**config.mk**
```make
export PLATFORM = sky130hd
export DESIGN_NAME = shift_register_piso
export DESIGN_NICKNAME = d
export VERILOG_FILES = /design/src/rtl/piso_pkg.sv /design/src/rtl/piso_bit_counter.sv /design/src/rtl/shift_register_piso.sv
export SDC_FILE = /design/constraint.sdc
export NUM_CORES = 1
export LEC_CHECK = 0
export ABC_AREA = 1
export BUFFER_PORTS_ARGS = -buffer_cell sky130_fd_sc_hd__buf_2
export CORE_ASPECT_RATIO = 0.75
export CORE_MARGIN = 10
export CORE_UTILIZATION = 28
export CTS_CLUSTER_DIAMETER = 40
export CTS_CLUSTER_SIZE = 30
export DETAILED_ROUTE_END_ITERATION = 10
export HOLD_SLACK_MARGIN = 0.02
export PLACE_DENSITY_LB_ADDON = 0.2
export SLEW_MARGIN = 10
export SYNTH_ARGS = -nofsm -noshare
export SYNTH_HDL_FRONTEND = slang
export SYNTH_SLANG_ARGS = --single-unit
```
**constraint.sdc**
```tcl
create_clock -name clk -period 1.6 [get_ports clk]
set_clock_uncertainty 0.2 [all_clocks]
set_input_delay 0.32 -clock clk [delete_from_list [all_inputs] [get_ports clk]]
set_output_delay 0.32 -clock clk [all_outputs]
set_load 0.03 [all_outputs]
```
**src/rtl/piso_pkg.sv**
```systemverilog
// Shared types and helpers for the parallel-in, serial-out shift register.
package piso_pkg;

    typedef enum logic [1:0] {
        ST_IDLE   = 2'd0,
        ST_SHIFT  = 2'd1,
        ST_PARITY = 2'd2
    } piso_state_e;

    // Bits needed to hold a bit count from 0 up to and including w.
    function automatic int cnt_width(input int w);
        return $clog2(w + 1);
    endfunction

endpackage

```
**src/rtl/piso_bit_counter.sv**
```systemverilog
// Loadable down-counter with a zero flag; holds at zero instead of wrapping.
module piso_bit_counter #(
    parameter int CNT_W = 4
) (
    input  logic             clk,
    input  logic             reset,
    input  logic             load_i,
    input  logic [CNT_W-1:0] load_val_i,
    input  logic             dec_i,
    output logic [CNT_W-1:0] count_o,
    output logic             zero_o
);

    logic [CNT_W-1:0] count_q;

    // Load has priority over decrement; a decrement at zero is dropped.
    always_ff @(posedge clk or posedge reset) begin
        if (reset) begin
            count_q <= '0;
        end else if (load_i) begin
            count_q <= load_val_i;
        end else if (dec_i && !zero_o) begin
            count_q <= count_q - CNT_W'(1);
        end
    end

    assign count_o = count_q;
    assign zero_o  = (count_q == '0);

endmodule

```
**src/rtl/shift_register_piso.sv**
```systemverilog
// Parallel-in, serial-out shift register, MSB first, valid/ready load.
// Optional even-parity trailer bit when SHIFT_REGISTER_PISO_PARITY_EN is defined.
module shift_register_piso
    import piso_pkg::*;
#(
    parameter int WIDTH = 8
) (
    input  logic             clk,
    input  logic             reset,
    input  logic             load_valid,
    input  logic [WIDTH-1:0] load_data,
    output logic             load_ready,
    input  logic             shift_en,
    output logic             data_out,
    output logic             out_valid,
    output logic             busy,
    output logic             done
);

    localparam int CNT_W = cnt_width(WIDTH);

    piso_state_e       state_q, state_d;
    logic [WIDTH-1:0]  shreg_q, shreg_d;
    logic              data_out_q, data_out_d;
    logic              out_valid_q, out_valid_d;
    logic              done_q, done_d;
    logic              load_acc;
    logic              shift;
    logic [CNT_W-1:0]  cnt;
    logic              cnt_zero;
    logic              cnt_last;
`ifdef SHIFT_REGISTER_PISO_PARITY_EN
    logic              parity_q, parity_d;
`endif

    piso_bit_counter #(.CNT_W(CNT_W)) u_cnt (
        .clk        (clk),
        .reset      (reset),
        .load_i     (load_acc),
        .load_val_i (CNT_W'(WIDTH)),
        .dec_i      (shift),
        .count_o    (cnt),
        .zero_o     (cnt_zero)
    );

    assign cnt_last = (cnt == CNT_W'(1));

    // State, shift register and registered outputs.
    always_ff @(posedge clk or posedge reset) begin
        if (reset) begin
            state_q     <= ST_IDLE;
            shreg_q     <= '0;
            data_out_q  <= 1'b0;
            out_valid_q <= 1'b0;
            done_q      <= 1'b0;
`ifdef SHIFT_REGISTER_PISO_PARITY_EN
            parity_q    <= 1'b0;
`endif
        end else begin
            state_q     <= state_d;
            shreg_q     <= shreg_d;
            data_out_q  <= data_out_d;
            out_valid_q <= out_valid_d;
            done_q      <= done_d;
`ifdef SHIFT_REGISTER_PISO_PARITY_EN
            parity_q    <= parity_d;
`endif
        end
    end

    // Next-state decode, load acceptance and shift strobe.
    always_comb begin
        state_d  = state_q;
        load_acc = 1'b0;
        shift    = 1'b0;
        case (state_q)
            ST_IDLE: begin
                if (load_valid) begin
                    load_acc = 1'b1;
                    state_d  = ST_SHIFT;
                end
            end
            ST_SHIFT: begin
                if (shift_en && !cnt_zero) begin
                    shift = 1'b1;
                    if (cnt_last) begin
`ifdef SHIFT_REGISTER_PISO_PARITY_EN
                        state_d = ST_PARITY;
`else
                        state_d = ST_IDLE;
`endif
                    end
                end
            end
`ifdef SHIFT_REGISTER_PISO_PARITY_EN
            ST_PARITY: begin
                if (shift_en) begin
                    state_d = ST_IDLE;
                end
            end
`endif
            default: state_d = ST_IDLE;
        endcase
    end

    // Datapath next values and registered outputs, decoded from the next state
    // so that the outputs line up with the state they describe.
    always_comb begin
        shreg_d = shreg_q;
        if (load_acc) begin
            shreg_d = load_data;
        end else if (shift) begin
            shreg_d = {shreg_q[WIDTH-2:0], 1'b0};
        end
`ifdef SHIFT_REGISTER_PISO_PARITY_EN
        parity_d = load_acc ? ^load_data : parity_q;
`endif
        data_out_d  = 1'b0;
        out_valid_d = 1'b0;
        case (state_d)
            ST_SHIFT: begin
                data_out_d  = shreg_d[WIDTH-1];
                out_valid_d = 1'b1;
            end
`ifdef SHIFT_REGISTER_PISO_PARITY_EN
            ST_PARITY: begin
                data_out_d  = parity_d;
                out_valid_d = 1'b1;
            end
`endif
            default: ;
        endcase
        done_d = (state_q != ST_IDLE) && (state_d == ST_IDLE);
    end

    assign load_ready = (state_q == ST_IDLE);
    assign busy       = (state_q != ST_IDLE);
    assign data_out   = data_out_q;
    assign out_valid  = out_valid_q;
    assign done       = done_q;

endmodule

```
==> results of run 1 <==
-- kinds of logic (layout without fill, tap and decap cells) --
kind of cell | after synthesis | after routing | share of synthesized area
adders and majority gates | 2 | 2 | 0.0298
other | 1 | 1 | 0.00447
and+or+nand+nor | 41 | 41 | 0.276
DFF | 17 | 17 | 0.507
buffers and inverters | 17 | 45 | 0.0821
AOI/OAI and AO/OA | 11 | 11 | 0.0896
xor gates and xnor gates | 1 | 1 | 0.0104
-- registers in the layout, summed over array words and instances, names as in the netlist --
signal / cells
data_out: 1
out_valid: 1
state_q: 2
shreg_q: 8
u_cnt.count_o: 4
done: 1
-- cell type report --
type	instances	area (um2)	area share
multi-input cells	56	360	0.323
inverters	17	68.8	0.0617
flip-flops and latches	17	427	0.382
repair buffers	24	168	0.150
well taps	38	47.5	0.0426
clock buffers	4	45.0	0.0404
-- cell usage in the layout (no fill, tap or decap), types with 2 or more instances in the layout --
cell / synthesis / routed
inv_2: 1 / 3
nand2_1: 18 / 18
inv_4: 2 / 2
o21ai_0: 6 / 6
clkbuf_8: 0 / 3
nand2_4: 2 / 2
nand3_1: 5 / 5
buf_4: 0 / 5
dfrtp_1: 17 / 16
o21ai_2: 3 / 3
buf_12: 0 / 2
nand4_1: 5 / 5
buf_2: 0 / 16
inv_1: 14 / 12
nor2_1: 5 / 5
-- routing by layer --
layer / wire length (um) / GRT usage / up-vias
met5: 0 / 0 / -
met2: 830 / 0.0942 / 17
met1: 821 / 0.0737 / 291
met3: 89 / 0.0264 / 6
li1: - / - / 342
met4: 44 / 0.0381 / 0
-- timing repair --
action,4_1_cts,5_1_grt
endpoints found under the hold margin,17,0
pin swaps,1,3
gates resized for setup,2,6
hold buffers,1,0
setup endpoints to repair,2,14
buffers inserted,1,5
-- worst min path at each step --
stage	slack, ps	endpoint	depth (start not counted)
5_1_grt	90	shreg_q[0]	3
6_report	80	shreg_q[0]	3
2_1_floorplan	50	data_out	1
4_1_cts	80	shreg_q[0]	3
3_3_place_gp	140	data_out	3
3_5_place_dp	140	data_out	3
-- through the flow --
stage | area [um2] | std cells | setup slack, ps | TNS, ps
CTS | 1040 | 151 | 1.31 | 0
finish | 1120 | 156 | 21.1 | 0
global route | 1120 | 156 | -30.8 | -52.5
detailed placement | 973 | 145 | 6.13 | 0
floorplan | 838 | 90 | 121 | 0
global placement | 973 | 145 | 50.2 | 0
-- worst max-delay path, cell delays in order (launching register included) --
cell,delay (ps)
dfrtp_2,440
buf_12,140
nor2_8,150
nand3_4,110
buf_2,170
buf_4,130
o31ai_2,160
-- power by group through the flow --
stage	Clock, mW	Sequential, mW	Combinational, mW
final	0.314	0.602	0.436
after global routing	0.342	0.614	0.500
after CTS	0.326	0.598	0.392
after detailed placement	0	0.602	0.385
after global placement	0	0.608	0.387
after floorplan	0	0.613	0.277
-- synth_stat cells --
cell type,number
inv_4,2
nand2_2,1
nand2_1,18
dfrtp_1,17
o21ai_0,6
inv_1,14
nand3_1,5
nor3_1,1
ha_1,2
conb_1,1
inv_2,1
nand4_1,5
nor2_1,5
nor2_4,1
o21ai_2,3
o31ai_2,1
xnor2_1,1
o22ai_1,1
nor2_2,1
nand2_4,2
nor2_8,1
nand3_4,1
==> qor.csv, run 1 <==
stage;metric;value;unit
power;switching_power;0.462;mW
logic_synthesis;synthTopCellsByArea;dfrtp_1, nand2_1, inv_1;
placement;place_hpwl;1280;um
grt;grt_max_degree;18;
detailed_routing;wl;1790;um
grt;antenna_found_initial;0;
cts;cts.htree.levels;1;
cts;clock_sinks;17;
setup_path;reg2reg_to;u_cnt.count_o[2];
cts;ctsRootBufferMaster;clkbuf_8;
power;power_density;1210;nW/um2
cts;cts_tree;built;
cts;clockBufferDepth;2;
detailed_routing;vias;656;
floorplan;core_area;2910;um2
logic_synthesis;yosysWarnings;0;
sta;hold_violations;0;
logic_synthesis;syn_area_per_cell;9.31;um2
grt;grt_pass1_vias;555;
setup_path;worstSetupEndpointType;flip-flop;
power;p_comb_frac;0.322;
grt;grt_pass1_wl;2780;um
worst_hold_path;holdCritStartpoint;load_data[0];
grt;overflow;0;
layout;drive_gt1_frac;0.373;
logic_synthesis;syn_area;838;um2
detailed_routing;drtAntennaViolNets;0;
setup_path;r2r-start;state_q[1];
placement;gp_congestion;0.837;
setup_path;crit_path_start;state_q[1];
sta;fin_crit_sh;0.987;
detailed_routing;viasPerCell;4.21;
logic_synthesis;synth_area_leader_cell;dfrtp_1;
sta;hold_ws;78.7;ps
floorplan;initial_core_util;0.288;
logic_synthesis;synth_top_area_frac;0.507;
layout;finish.net_count;133;
flow_run;drv_cap;0;
setup_path;worstPathMaxFanout;6;
layout;fillers;293;
layout;area_growth;33.1;%
setup_path;rrSetupSlack;20;ps
sta;min_period;1580;ps
floorplan;fp.dieH;67.4;um
grt;grt_util_all_layers;0.0625;
layout;final_core_util;0.383;
power;fin_total_pwr;1.35;mW
power;p_clk_frac;0.233;
placement;place.port_buffers;16;
power;pwr-share-seq;0.445;
setup_path;reg2reg_depth;6;
floorplan;die_width;83.2;um
cts;cts-buffers-inserted;3;
detailed_routing;drtPass1Iterations;4;
worst_hold_path;worstHoldPathType;in2reg;
cts;clk_latency;250;ps
sta;slew_violations;0;
logic_synthesis;synth_fp_nets;104;
setup_path;crit_path_start_kind;flip-flop;
floorplan;core.rowCount;17;
outcome;outcome;finished, final reports clean;
power;ir_drop;439;uV
sta;fmax;633;MHz
logic_synthesis;syn-instance-count;90;
floorplan;dieArea;5610;um2
detailed_routing;drtIter0Drc;44;
setup_path;crit_type;reg2reg;
sta;finalSetupViolCount;0;
logic_synthesis;ys_ff_latch;17;
power;p_leak;0.555;nW
power;intPower;0.890;mW
power;p_sw_frac;0.342;
detailed_routing;wl_per_cell;11.4;um
detailed_routing;drc_errors;0;
layout;antenna_cells;0;
setup_path;arrival;1540;ps
setup_path;worstSetupEndpoint;u_cnt.count_o[2];
setup_path;required;1570;ps
logic_synthesis;ys_seq_area_frac;0.507;
logic_synthesis;synth_cell_types;22;
floorplan;ios;17;
cts;clk_pin_slew;60;ps
Note: power is estimated with default switching activity, not from simulation.
==> run 2, diff against run 1 <==
--- a/config.mk
+++ b/config.mk
@@ -8,7 +8,6 @@
 export ABC_AREA = 1
 export BUFFER_PORTS_ARGS = -buffer_cell sky130_fd_sc_hd__buf_2
 export CORE_ASPECT_RATIO = 0.75
-export CORE_MARGIN = 10
 export CORE_UTILIZATION = 28
 export CTS_CLUSTER_DIAMETER = 40
 export CTS_CLUSTER_SIZE = 30
==> run 2 against run 1 <==
  * Global-route usage up 5.6 points
  * Via count down 2.6%
  * Die area down 43%
  * Flip-flop and latch count unchanged
  * Sequential share of layout area up 0.79 points
  * Routed wire length down 6.7%
  * Clock power down 1%
  * First-iteration DRC count down 48%
  * Power up 0.64%
  * Register-to-register slack better by 90 ps
  * Critical path type is now reg2out
  * Largest cell class unchanged
  * Largest power group unchanged
==> qor.csv, run 2 (same netlist as run 1, synthesis figures left out) <==
stage;metric;value;unit
outcome;outcome;finished, final reports clean;
placement;place.port_buffers;16;
floorplan;dieArea;3220;um2
sta;finalSetupViolCount;0;
detailed_routing;drtPass1Iterations;4;
setup_path;required;1080;ps
worst_hold_path;holdCritStartpoint;load_data[0];
sta;rsz0062_at_grt;false;
cts;ctsRootBufferMaster;clkbuf_8;
sta;fin_crit_sh;0.953;
power;p_comb_frac;0.333;
power;switching_power;0.468;mW
detailed_routing;viasPerCell;4.23;
grt;grt_pass1_wl;2750;um
detailed_routing;drtIter0Drc;23;
layout;layout_common_cells;nand2_1, dfrtp_1, buf_2, inv_1, o21ai_0;
floorplan;fp.dieH;49.4;um
layout;antenna_cells;0;
sta;finalSetupTns;0;ps
cts;clk_latency;250;ps
cts;clk_pin_slew;60;ps
detailed_routing;vias;639;
setup_path;reg2reg_depth;7;
setup_path;crit_type;reg2out;
power;p_sw_frac;0.344;
worst_hold_path;holdPathEnd;shreg_q[0];
power;intPower;0.892;mW
setup_path;crit_chain;nor2_4 > inv_1 > buf_2;
placement;place_hpwl;1220;um
layout;final_core_util;0.402;
detailed_routing;drc_errors;0;
setup_path;rrSetupSlack;110;ps
detailed_routing;drtAntennaViolNets;0;
detailed_routing;wl;1670;um
flow_run;drv_cap;0;
floorplan;initial_core_util;0.308;
setup_path;critical_path.max_stage_delay;440;ps
setup_path;arrival;1000;ps
setup_path;r2r-start;state_q[1];
sta;min_period;1520;ps
power;power_density;1240;nW/um2
floorplan;ios;17;
grt;grt_max_degree;18;
setup_path;worstPathMaxFanout;3;
placement;gp_congestion;0.716;
setup_path;crit_slowest_cell;dfrtp_2;
setup_path;cp_top_family;flip-flops;
sta;hold_ws;80.0;ps
power;pwr-share-seq;0.439;
grt;overflow;0;
setup_path;path_buf_inv;2;
cts;cts.htree.levels;1;
power;ir_drop;472;uV
layout;largest_reg_flops;8;
detailed_routing;wl_per_cell;11.0;um
layout;area_growth;30.4;%
setup_path;reg2reg_to;u_cnt.count_o[2];
floorplan;core_area;2720;um2
grt;antenna_found_initial;0;
layout;drive_gt1_frac;0.339;
cts;cts_tree;built;
setup_path;worstSetupEndpointType;output port;
placement;placed_area;971;um2
power;p_clk_frac;0.228;
cts;clock_sinks;17;
sta;slew_violations;0;
floorplan;die_width;65.2;um
worst_hold_path;worstHoldPathType;in2reg;
layout;top_register;shreg_q;
layout;final_common_cell;nand2_1;
grt;grt_pass1_vias;601;
cts;cts-buffers-inserted;3;
cts;clockBufferDepth;2;
power;p_leak;0.537;nW
setup_path;crit_path_start_kind;flip-flop;
sta;fmax;656;MHz
grt;grt_util_all_layers;0.119;
worst_hold_path;min_path_cells;3;
layout;design_area;1090;um2
floorplan;core.rowCount;16;
layout;finish.net_count;130;
sta;hold_violations;0;
run 2: cell types whose count changed in the layout (fill, tap and decap cells not counted), sizes merged:
cell,change
buf,-4
nand3,+1
run 2: power groups by stage:
stage	Sequential, mW	Combinational [mW]	Clock [mW]
after floorplan	0.613	0.277	0
after global placement	0.608	0.387	0
after detailed placement	0.605	0.391	0
after CTS	0.599	0.412	0.325
after global routing	0.608	0.509	0.346
final	0.597	0.453	0.310
run 2: worst max-delay path by stage:
stage / start / endpoint / depth (start not counted)
CTS: u_cnt.count_o[0] / shreg_q[5] / 8
global route: u_cnt.count_o[0] / data_out / 8
global placement: u_cnt.count_o[0] / shreg_q[6] / 8
finish: state_q[1] / busy / 3
detailed placement: u_cnt.count_o[0] / u_cnt.count_o[2] / 8
floorplan: state_q[1] / u_cnt.count_o[2] / 6
run 2: worst reg2reg max path, cell delays in order, from the launching register on:
cell and delay (ps):
dfrtp_2 440, buf_12 140, nor2_8 150, nand3_4 140
nand2_8 120, inv_4 50, nand2_1 60, o31ai_2 60
run 2: per-stage QoR:
step	cells	power, mW	setup slack [ps]
after global placement	143	0.995	50.6
after detailed placement	143	0.997	-5.31
after CTS	150	1.34	4.90
final	151	1.36	75.7
after global routing	151	1.46	3.32
after floorplan	90	0.890	121
run 2: timing repair:
| item | in CTS | in global routing |
|---|---|---|
| hold buffers | 1 | 0 |
| cloned | 1 | 0 |
| setup endpoints to repair | 6 | 15 |
| gates resized for setup | 3 | 3 |
| setup buffers | 1 | 1 |
| pin swaps | 2 | 0 |
| endpoints found under the hold margin | 17 | 0 |
run 2: layout make-up:
class                           count  area [um2]
Fill cell                         297        1630
Sequential cell                    17         427
Multi-Input combinational cell     57         380
Timing Repair Buffer               20         128
Inverter                           17        68.8
Clock buffer                        4        45.0
Tap cell                           36        45.0
run 2: routing by layer:
metal,GRT usage,wire length [um]
met1,0.154,846
met2,0.167,699
met3,0.0537,77
met4,0.0543,43
met5,0,0
==> run 3, diff against run 2 <==
--- a/config.mk
+++ b/config.mk
@@ -14,6 +14,7 @@
 export DETAILED_ROUTE_END_ITERATION = 10
 export HOLD_SLACK_MARGIN = 0.02
 export PLACE_DENSITY_LB_ADDON = 0.2
+export SETUP_SLACK_MARGIN = 0.4
 export SLEW_MARGIN = 10
 export SYNTH_ARGS = -nofsm -noshare
 export SYNTH_HDL_FRONTEND = slang
==> run 3 against run 2 <==
  * Non-clock buffer count up 7
  * Clock power up 5%
  * Cell area up 14%
  * Power up 19%
  * Largest power group is now combinational cells
  * Critical path depth unchanged
  * Core utilization up 5.5 points
  * Hold slack worse by 260 ps
  * The run now ends with negative hold slack left
  * Routed wire length up 16%
==> qor.csv, run 3 (same netlist as run 1, synthesis figures left out) <==
stage;metric;value;unit
outcome;outcome;complete, but fails checks;
outcome;violations;negative hold slack;
power;p_leak;0.573;nW
grt;grt_pass1_vias;653;
placement;place_hpwl;1280;um
layout;final_common_cell;dfrtp_1;
detailed_routing;drtIter0Drc;20;
setup_path;critical_path.max_stage_delay;460;ps
sta;min_period;1550;ps
power;ir_drop;481;uV
cts;cts_tree;built;
setup_path;arrival;1030;ps
setup_path;cp_top_family;flip-flops;
grt;grt_max_degree;10;
grt;overflow;0;
floorplan;ios;17;
sta;rsz0062_at_grt;true;
cts;ctsRootBufferMaster;clkbuf_8;
layout;drive_gt1_frac;0.500;
placement;place.port_buffers;16;
floorplan;core.rowCount;16;
detailed_routing;drc_errors;0;
detailed_routing;viasPerCell;4.37;
cts;clockBufferDepth;2;
sta;fmax;646;MHz
setup_path;crit_slowest_cell;dfrtp_2;
grt;grt_pass1_wl;3120;um
worst_hold_path;worstHoldPathType;in2async;
layout;top_register;shreg_q;
detailed_routing;wl_per_cell;12.3;um
setup_path;crit_path_start_kind;flip-flop;
grt;antenna_found_initial;0;
setup_path;crit_chain;nor2_4 > inv_2 > buf_6;
floorplan;fp.dieH;49.4;um
layout;area_growth;48.4;%
cts;clk_pin_slew;70;ps
sta;hold_violations;8;
sta;finalSetupViolCount;0;
floorplan;dieArea;3220;um2
setup_path;worstPathMaxFanout;3;
detailed_routing;drtAntennaViolNets;0;
setup_path;path_buf_inv;2;
detailed_routing;drtPass1Iterations;4;
layout;finish.net_count;137;
setup_path;required;1080;ps
layout;layout_common_cells;dfrtp_1, nand2_1, inv_1, buf_2, buf_4;
cts;cts-buffers-inserted;3;
cts;clk_latency;250;ps
setup_path;crit_type;reg2out;
placement;gp_congestion;0.690;
sta;hold_ws;-177;ps
sta;fin_crit_sh;0.967;
detailed_routing;vias;691;
floorplan;initial_core_util;0.308;
power;power_density;1300;nW/um2
flow_run;drv_cap;0;
floorplan;core_area;2720;um2
sta;finalSetupTns;0;ps
layout;final_core_util;0.457;
layout;largest_reg_flops;8;
cts;clock_sinks;17;
sta;slew_violations;0;
grt;grt_util_all_layers;0.134;
floorplan;die_width;65.2;um
detailed_routing;wl;1940;um
cts;cts.htree.levels;1;
setup_path;worstSetupEndpointType;output port;
layout;antenna_cells;0;
[run 3: cell count changes in the layout (fill, tap and decap cells not counted), sizes merged]
| cell | before | now |
|---|---|---|
| buf | 19 | 27 |
| dlygate4sd3 | 1 | 0 |
[run 3: path summary, 6_finish.rpt]
kind,start,to,slack (ps),cells past startpoint
min in group clk,load_data[0],shreg_q[0],80,3
hold reg to reg,shreg_q[5],shreg_q[5],290,2
setup / recovery,state_q[1],busy,50,3
max in group asynchronous,reset,u_cnt.count_o[2],900,3
setup reg to reg,u_cnt.count_o[1],shreg_q[3],140,7
hold / removal,reset,state_q[0],-180,2
[run 3: layout make-up]
| cell class | count | area (um2) |
|---|---|---|
| clock buffer | 4 | 45.0 |
| fill | 275 | 1480 |
| inverter | 17 | 73.8 |
| multi-input combinational | 57 | 454 |
| sequential | 17 | 428 |
| tap | 36 | 45.0 |
| timing repair buffer | 27 | 198 |
[run 3: what timing repair did]
item | in CTS | in global routing
endpoints found under the setup margin | 21 | 21
pin swaps | 2 | 2
resized for setup | 19 | 13
endpoints found under the hold margin | 8 | 8
buffers inserted | 8 | 2
cloned | 1 | 0
[run 3: per-stage QoR]
| stage | hold WS [ps] | power [mW] | area (um2) | std cells | worst slack (ps) |
|---|---|---|---|---|---|
| after global placement | 95.3 | 1.03 | 992 | 143 | 120 |
| after CTS | -172 | 1.52 | 1180 | 156 | 29.5 |
| after global routing | -160 | 1.71 | 1240 | 158 | 5.04 |
| after floorplan | 46.0 | 0.937 | 860 | 90 | 181 |
| after detailed placement | 109 | 1.04 | 992 | 143 | 90.8 |
| final | -177 | 1.61 | 1240 | 158 | 52.2 |
[run 3: metal layers]
metal,track usage,part of all wire
met1,0.177,0.48
met2,0.194,0.45
met3,0.0444,0.049
met4,0.0652,0.016
met5,0,0
[run 3: worst reg2reg max path, delay by kind of cell, from the launching register on]
family	cells	cell delay, ps
flops	1	390
simple gates	3	290
buf+inv	2	230
fa+ha+maj	1	170
compound gates	1	90
[run 3: where the power goes]
part	internal [mW]	switching, mW
combinational	0.321	0.357
sequential	0.537	0.0715
clock	0.177	0.150
